===== src/rtl/adc_serial_responder.sv =====
// adc_serial_responder
// Emulates an MCP3201-style serial ADC on the FPGA fabric. The controller's
// adc_clk and adc_cs_n are resynchronised into clk_clk and edge-detected. The
// captured sample is shifted out MSB first, one bit per adc_clk falling edge,
// after LEAD_BITS leading zeros.
module adc_serial_responder #(
    parameter int DATA_W    = 12,
    parameter int LEAD_BITS = 2,
    parameter int SYNC_STG  = 2
) (
    input  logic              clk_clk,
    input  logic              reset_reset_n,
    input  logic              adc_clk,
    input  logic              adc_cs_n,
    output logic              adc_dout,
    output logic              adc_dout_oe,
    input  logic [DATA_W-1:0] sample_value,
    output logic              busy,
    output logic              frame_done,
    output logic              frame_abort,
    output logic [15:0]       frame_count
);

    // Edge counter saturates one past the last data bit.
    localparam int MAX_CNT = LEAD_BITS + DATA_W + 1;
    localparam int CNT_W   = $clog2(MAX_CNT + 1);

    localparam logic [CNT_W-1:0] CNT_MAX   = CNT_W'(MAX_CNT);
    localparam logic [CNT_W-1:0] LEAD_LAST = CNT_W'(LEAD_BITS);
    localparam logic [CNT_W-1:0] DATA_LAST = CNT_W'(LEAD_BITS + DATA_W);

    typedef enum logic [1:0] {
        ST_IDLE = 2'd0,
        ST_LEAD = 2'd1,
        ST_DATA = 2'd2,
        ST_TAIL = 2'd3
    } state_t;

    logic [SYNC_STG-1:0] clk_sync_reg;
    logic [SYNC_STG-1:0] cs_sync_reg;
    logic                clk_prev_reg;
    logic                cs_prev_reg;

    state_t              state_reg;
    logic [CNT_W-1:0]    edge_cnt_reg;
    logic [DATA_W-1:0]   shadow_reg;
    logic                dout_reg;
    logic                oe_reg;
    logic                busy_reg;
    logic                done_reg;
    logic                abort_reg;
    logic [15:0]         count_reg;

    logic                clk_s;
    logic                cs_s;
    logic                clk_fall;
    logic                cs_fall;
    logic                cs_rise;
    logic [CNT_W-1:0]    cnt_inc;

    // Synchronise the asynchronous serial clock and chip select.
    // Sync flops reset to the idle levels, so a held-high cs_n makes no false edge.
    always_ff @(posedge clk_clk or negedge reset_reset_n) begin
        if (!reset_reset_n) begin
            clk_sync_reg <= '0;
            cs_sync_reg  <= '1;
            clk_prev_reg <= 1'b0;
            cs_prev_reg  <= 1'b1;
        end else begin
            clk_sync_reg <= {clk_sync_reg[SYNC_STG-2:0], adc_clk};
            cs_sync_reg  <= {cs_sync_reg[SYNC_STG-2:0], adc_cs_n};
            clk_prev_reg <= clk_sync_reg[SYNC_STG-1];
            cs_prev_reg  <= cs_sync_reg[SYNC_STG-1];
        end
    end

    assign clk_s    = clk_sync_reg[SYNC_STG-1];
    assign cs_s     = cs_sync_reg[SYNC_STG-1];
    assign clk_fall = clk_prev_reg & ~clk_s;
    assign cs_fall  = cs_prev_reg & ~cs_s;
    assign cs_rise  = ~cs_prev_reg & cs_s;

    // Saturating next value of the falling-edge counter.
    always_comb begin
        cnt_inc = edge_cnt_reg;
        if (edge_cnt_reg != CNT_MAX) begin
            cnt_inc = edge_cnt_reg + CNT_W'(1);
        end
    end

    // Frame FSM: the captured word is shifted out MSB first, and every output is registered.
    // A chip-select rise takes priority over a coincident clock fall.
    always_ff @(posedge clk_clk or negedge reset_reset_n) begin
        if (!reset_reset_n) begin
            state_reg    <= ST_IDLE;
            edge_cnt_reg <= '0;
            shadow_reg   <= '0;
            dout_reg     <= 1'b1;
            oe_reg       <= 1'b0;
            busy_reg     <= 1'b0;
            done_reg     <= 1'b0;
            abort_reg    <= 1'b0;
            count_reg    <= '0;
        end else begin
            done_reg  <= 1'b0;
            abort_reg <= 1'b0;
            case (state_reg)
                ST_IDLE: begin
                    if (cs_fall) begin
                        shadow_reg   <= sample_value;
                        edge_cnt_reg <= '0;
                        busy_reg     <= 1'b1;
                        oe_reg       <= 1'b1;
                        dout_reg     <= 1'b0;
                        state_reg    <= ST_LEAD;
                    end
                end
                default: begin
                    if (cs_rise) begin
                        state_reg <= ST_IDLE;
                        oe_reg    <= 1'b0;
                        dout_reg  <= 1'b1;
                        busy_reg  <= 1'b0;
                        if (state_reg == ST_TAIL) begin
                            done_reg  <= 1'b1;
                            count_reg <= count_reg + 16'd1;
                        end else begin
                            abort_reg <= 1'b1;
                        end
                    end else if (clk_fall) begin
                        edge_cnt_reg <= cnt_inc;
                        if (cnt_inc <= LEAD_LAST) begin
                            dout_reg <= 1'b0;
                        end else if (cnt_inc <= DATA_LAST) begin
                            dout_reg   <= shadow_reg[DATA_W-1];
                            shadow_reg <= {shadow_reg[DATA_W-2:0], 1'b0};
                            state_reg  <= (cnt_inc == DATA_LAST) ? ST_TAIL : ST_DATA;
                        end else begin
                            dout_reg  <= 1'b0;
                            state_reg <= ST_TAIL;
                        end
                    end
                end
            endcase
        end
    end

    assign adc_dout    = dout_reg;
    assign adc_dout_oe = oe_reg;
    assign busy        = busy_reg;
    assign frame_done  = done_reg;
    assign frame_abort = abort_reg;
    assign frame_count = count_reg;

endmodule


===== config.mk =====
export PLATFORM = sky130hd
export DESIGN_NAME = adc_serial_responder
export DESIGN_NICKNAME = d
export VERILOG_FILES = /design/src/rtl/adc_serial_responder.sv
export SDC_FILE = /design/constraint.sdc
export NUM_CORES = 1
export LEC_CHECK = 0
export BUFFER_PORTS_ARGS = -buffer_cell sky130_fd_sc_hd__clkbuf_2
export CAP_MARGIN = 20
export CORE_ASPECT_RATIO = 0.7
export CORE_MARGIN = 4
export CORE_UTILIZATION = 49
export DETAILED_ROUTE_END_ITERATION = 6
export MAX_ROUTING_LAYER = met4
export PLACE_DENSITY = 0.87
export SLEW_MARGIN = 20
export SYNTH_ARGS = -nofsm -noshare
export SYNTH_HDL_FRONTEND = slang
export SYNTH_SLANG_ARGS = --single-unit

===== constraint.sdc =====
create_clock -name clk_clk -period 1.6 [get_ports clk_clk]
set_input_delay 0.16 -clock clk_clk [delete_from_list [all_inputs] [get_ports clk_clk]]
set_output_delay 0.16 -clock clk_clk [all_outputs]
set_load 0.05 [all_outputs]

After elaboration in Yosys (flattened, before gate mapping). Cells that the tools add are included. Widths: inputs -> output; s select.

Add/sub/neg operators: 2. Multipliers: 0. Div/mod/pow operators: 0. $lt $le $gt $ge: 2. Equal/unequal tests: 7. Shift-type cells: 0. Multiplexer cells: 33. Bitwise gates (word level): 7. Reduce and logical (&&, ||, !) cells: 11.

Operators by type and width (count): $mux 12 (6); $mux 4 (5); $mux 1 (17); $add 16x1->16 const B (1); $mux 2 (5); $reduce_and 3->1 (3); $reduce_bool 2->1 (3); $reduce_and 5->1 (1); $add 4x1->4 const B (1); $eq 4x4->1 const B (1); $le 4x2->1 const B (1); $le 4x4->1 const B (1); $ne 2x1->1 const B (2); $ne 4x4->1 const B (1); $not 1->1 (4); $reduce_and 2->1 (2); $and 1x1->1 (3); $ne 3x2->1 const B (1); $reduce_bool 3->1 (1); $eq 2x2->1 const B (1); $logic_not 2->1 (1); $ne 2x2->1 const B (1).

Flip-flop bits (word level): 44. Bits in latches: 0. Memory bits (writable): 0. ROM bits: 0. Input port bits: 16. Output and inout port bits: 21. Logic and storage cells: 74. Memories: 0.

Longest topological paths before layout.
Depth after elaboration: 9. Depth in mapped cells: 8. Depth with buffers taken out: 6.

Worst setup path before layout. Ideal clock, no wire load.

Path type: reg-to-reg. Start point: register count_reg[3], in the netlist frame_count[3]. End point: register count_reg[13], in the netlist frame_count[13]. Library setup time: 141 ps. Arrival: 1653 ps. Data required time: 1459 ps. Setup slack: -194 ps. Cell stages (with the launch flop): 6. Buffers on the path: 0. Period minus slack after synthesis: 1794 ps. Cell sequence: dfrtp_1 -> and4_1 -> and3_1 -> and3_1 -> nand4_1 -> xnor2_1.

Longest elaborated chain between the ends: 1.

Ends and longest elaborated chain: start: declaration (RTL line 52) `logic [15:0] count_reg;`; start signal: assignment (RTL line 126) `count_reg <= count_reg + 16'd1;`; $add 16x1->16 (RTL line 126).

No other way between the ends. A chain may end at the register's enable or synchronous reset.

Worst setup path after layout.
Start point: register edge_cnt_reg[1]. End point: register shadow_reg[1].

Longest elaborated chain between the ends: 5. Elaborated cells on any way between the ends: 8. Those cells by class: add/sub: 1; order compare: 2; eq/ne: 2; mux: 1; reduce/logical: 2.

Ends and longest elaborated chain: start: declaration (RTL line 45) `logic [CNT_W-1:0] edge_cnt_reg;`; start signal: assignment (RTL line 131) `edge_cnt_reg <= cnt_inc;`; $add 4x1->4 / $ne 4x4->1 (equally long branches) (RTL line 87, 86); $mux 4 * (RTL line 86) `if (edge_cnt_reg != CNT_MAX) begin`; $le 4x2->1 / $le 4x4->1 (equally long branches) (RTL line 132, 134); $ne 2x1->1 (no line) / $reduce_bool 2->1 (equally long branches); $reduce_and 5->1 (no line) *; end signal: assignment (RTL line 110) `shadow_reg <= sample_value;`; end signal: assignment (RTL line 136) `shadow_reg <= {shadow_reg[DATA_W-2:0], 1'b0};`; end: declaration (RTL line 46) `logic [DATA_W-1:0] shadow_reg;`.

Every way passes the cells marked *; elsewhere a longest branch is shown, timed or not.

==> results_dict.tcl <==
set metrics [dict create \
    run_status "finished with violations" \
    violations "negative setup slack" \
    drv_slew 0 \
    start_kind "flop" \
    timing.final.ws_setup_ns -0.114 \
    syn-cell-area_um2 1990 \
    num_vias 1657 \
    clkTransAtPathRegs_ns 0.08 \
    rsz0062_at_grt "true" \
    dp_slack_ns -0.131 \
    groute.usage.overall_pct 20.6 \
    muxShareOfSynthArea_pct 2.13 \
    cts_sinks 44 \
    synth-xor-area-share_pct 7.47 \
    grt_pass1_wl_mm 7.95 \
    powerDensity_nw_per_um2 1520 \
    maxCapViolations 0 \
    p_clk_share_pct 21.9 \
    gp_congestion 0.867 \
    drc 0 \
    period_share_pct 107 \
    num_rows 19 \
    die-area_um2 5170 \
    drt_iter0_markers 148 \
    synth_fa_ha_area_share_pct 1.25 \
    fin_crit_ns 1.71 \
    p_int_mw 2.54 \
    core_region_area_um2 3920 \
    pwr-share-comb_pct 39.4 \
    routed_wirelength_mm 4.86 \
    start_util_pct 50.8 \
    largest_register_ffs 16 \
    drtAntennaViolNets 0 \
    setup_violations 15 \
    seqPwrFrac_pct 38.6 \
    synth_nets 204 \
    final.setup.tns_ns -1.27 \
    globalRouteOverflowTotal 0 \
    cts_buffers 5 \
    insertedDiodeCount 0 \
    crit_path_end_kind "flop" \
    grt_start_max_net_pins 26 \
    cts_tree "yes" \
    fin_nets 264 \
    tightest_slew_ns 0.530 \
    synth_warnings 0 \
    reg2regPathDepth 6 \
    grt_pass1_vias 1640 \
    startpoint "edge_cnt_reg[1]" \
    place.port_buffers 36 \
    ys_types 36 \
    avgSynthCellArea_um2 10.7 \
    leakagePower_nw 1.23 \
    worstPathMaxFanout 7 \
    fmax_mhz 583 \
    grt_antenna_before_repair 0 \
    synth_top_family_by_area "simple AND/OR/NAND/NOR gates" \
    yosys.area_share.simple_pct 15.3 \
    reg2reg_slack_ns -0.11 \
    ys_ff_latch 44 \
    wire_per_inst_um 16.3 \
    reg2reg_to "shadow_reg[1]" \
    relSlewSlack_pct 64.7 \
    switchingPower_mw 1.55 \
    clockBufferDepth 2 \
    timing_hold_violations_final 0 \
    synth-compound-area-share_pct 15.0 \
    syn_inst 186 \
    firstDrtPassIters 4 \
    fin_skew_ns 0.00296 \
    drive_gt1_share_pct 41.7 \
    h-tree-depth 2 \
    seq_area_frac_synth_pct 55.5 \
    rr_startpoint "edge_cnt_reg[1]" \
    hold_path_class "input pin to flop" \
    die_w_um 84.3 \
    vdd_drop_max_mv 1.25 \
    clk_latency_ns 0.29 \
    viasPerCell 5.54 \
    dp_hpwl_mm 3.07 \
    io_pins 37 \
    utilization_pct 68.4 \
    path_class "flop to flop" \
    critPathRequiredTime_ns 1.78 \
    critPathCapture "shadow_reg[1]" \
    die_y_um 61.4 \
    cts_root_buf "clkbuf_8" \
    p_sw_share_pct 37.8 \
    arrival_ns 1.89 \
    area_growth_pct 34.6 \
]
==> layer usage <==
metal  GRT usage (%)  up-vias  part of all wire, %
met2            32.9       50                   50
met4            5.28        0                 0.64
li1                -      782                    -
met3            5.35        7                  4.6
met1            26.7      818                   45
met5               -        -                    0
==> cell usage after synthesis (all sizes together) <==
master / n / area share [%]
nor2b: 3 / 1.3
a32oi: 13 / 5.7
a31oi: 1 / 0.31
or2: 1 / 0.31
and4: 2 / 0.88
mux2i: 2 / 1.0
buf: 9 / 2.6
o21ai: 18 / 4.5
dfstp: 4 / 5.3
a31o: 1 / 0.44
nand3: 6 / 1.5
and2: 1 / 0.31
ha: 2 / 1.3
o221ai: 1 / 0.44
nand4: 3 / 0.94
inv: 1 / 0.19
a21oi: 5 / 1.3
clkbuf: 3 / 0.56
xnor2: 15 / 6.6
nand2b: 1 / 0.31
dfrtp: 40 / 50
nor2: 9 / 1.7
a211oi: 2 / 0.75
or3b: 1 / 0.44
xor2: 2 / 0.88
a21o: 1 / 0.38
or2b: 1 / 0.38
and3: 5 / 1.6
nand2: 27 / 5.1
o211ai: 2 / 0.75
nand4bb: 1 / 0.56
mux2: 2 / 1.1
a41oi: 1 / 0.44
==> logic make-up (layout without fill, tap and decap cells) <==
| logic type | after synthesis | after routing |
|---|---|---|
| xor gates and xnor gates | 17 | 17 |
| adders and majority gates | 2 | 2 |
| buffers and inverters | 13 | 72 |
| and+or+nand+nor | 61 | 63 |
| AOI/OAI and AO/OA | 45 | 45 |
| DFF | 44 | 44 |
| muxes | 4 | 4 |
==> critical path, stage by stage (launching register included) <==
cell,delay (ns)
dfrtp_1,0.42
ha_4,0.28
nand2b_1,0.13
a31o_2,0.34
nand2_4,0.13
and2_4,0.21
o21ai_1,0.09
==> metrics by stage <==
stage	instance area [µm²]	hold slack (ns)	total power, mW	std cells
floorplan	2040	-0.136	2.48	186
global placement	2370	0.155	2.80	283
detailed placement	2370	0.156	2.86	283
CTS	2610	0.0820	3.96	298
global route	2680	0.0817	4.30	299
finish	2680	0.0850	4.09	299
==> final cells by class <==
class                   instances  area [µm²]
clock inverters                 2        38.8
inverters                       1        3.75
repair buffers                 63         407
multi-input cells             131         975
fillers                       293        1240
well taps                      52        65.1
clock buffers                   6        82.6
flip-flops and latches         44        1110
==> power by group through the flow <==
| stage | clock network, mW | registers [mW] | logic [mW] |
|---|---|---|---|
| 2_1_floorplan | 0 | 1.73 | 0.746 |
| 6_report | 0.897 | 1.58 | 1.61 |
| 5_1_grt | 0.960 | 1.61 | 1.73 |
| 3_3_place_gp | 0 | 1.55 | 1.25 |
| 4_1_cts | 0.903 | 1.56 | 1.50 |
| 3_5_place_dp | 0 | 1.56 | 1.30 |
==> cell usage in the layout (no fill, tap or decap), types with 2 or more instances in the layout <==
master	Yosys	final
nand2_1	27	26
o21ai_1	11	12
nor2b_1	2	2
nand4_1	3	3
o211ai_1	2	2
nor2_1	9	9
dfstp_2	4	4
dfrtp_2	0	5
dlygate4sd3_1	0	3
a21oi_1	5	5
buf_4	3	22
and2_4	0	2
o21ai_0	7	3
dfrtp_1	40	35
clkbuf_8	0	6
mux2i_1	2	2
xnor2_1	15	14
clkbuf_2	0	36
nand2_4	0	2
a32oi_2	0	4
o21ai_2	0	3
nand3_1	6	6
a32oi_1	13	9
a211oi_1	2	2
and3_1	5	3
==> worst min-delay path by stage <==
stage | from | to | slack [ns] | cells past startpoint
after floorplan | reset_reset_n | busy | -0.14 | 0
after global placement | reset_reset_n | edge_cnt_reg[1] | 0.15 | 1
after detailed placement | reset_reset_n | edge_cnt_reg[1] | 0.16 | 1
after CTS | sample_value[5] | shadow_reg[5] | 0.08 | 3
after global routing | sample_value[8] | shadow_reg[8] | 0.08 | 3
final | sample_value[5] | shadow_reg[5] | 0.08 | 3
==> what timing repair did <==
item,in CTS,in global routing
resized for setup,16,13
hold endpoints to repair,18,0
hold buffers,3,0
endpoints found under the setup margin,21,25
pin swaps,10,11
setup buffers,2,1
cloned,2,0
Power figures use the tool's default switching activity.
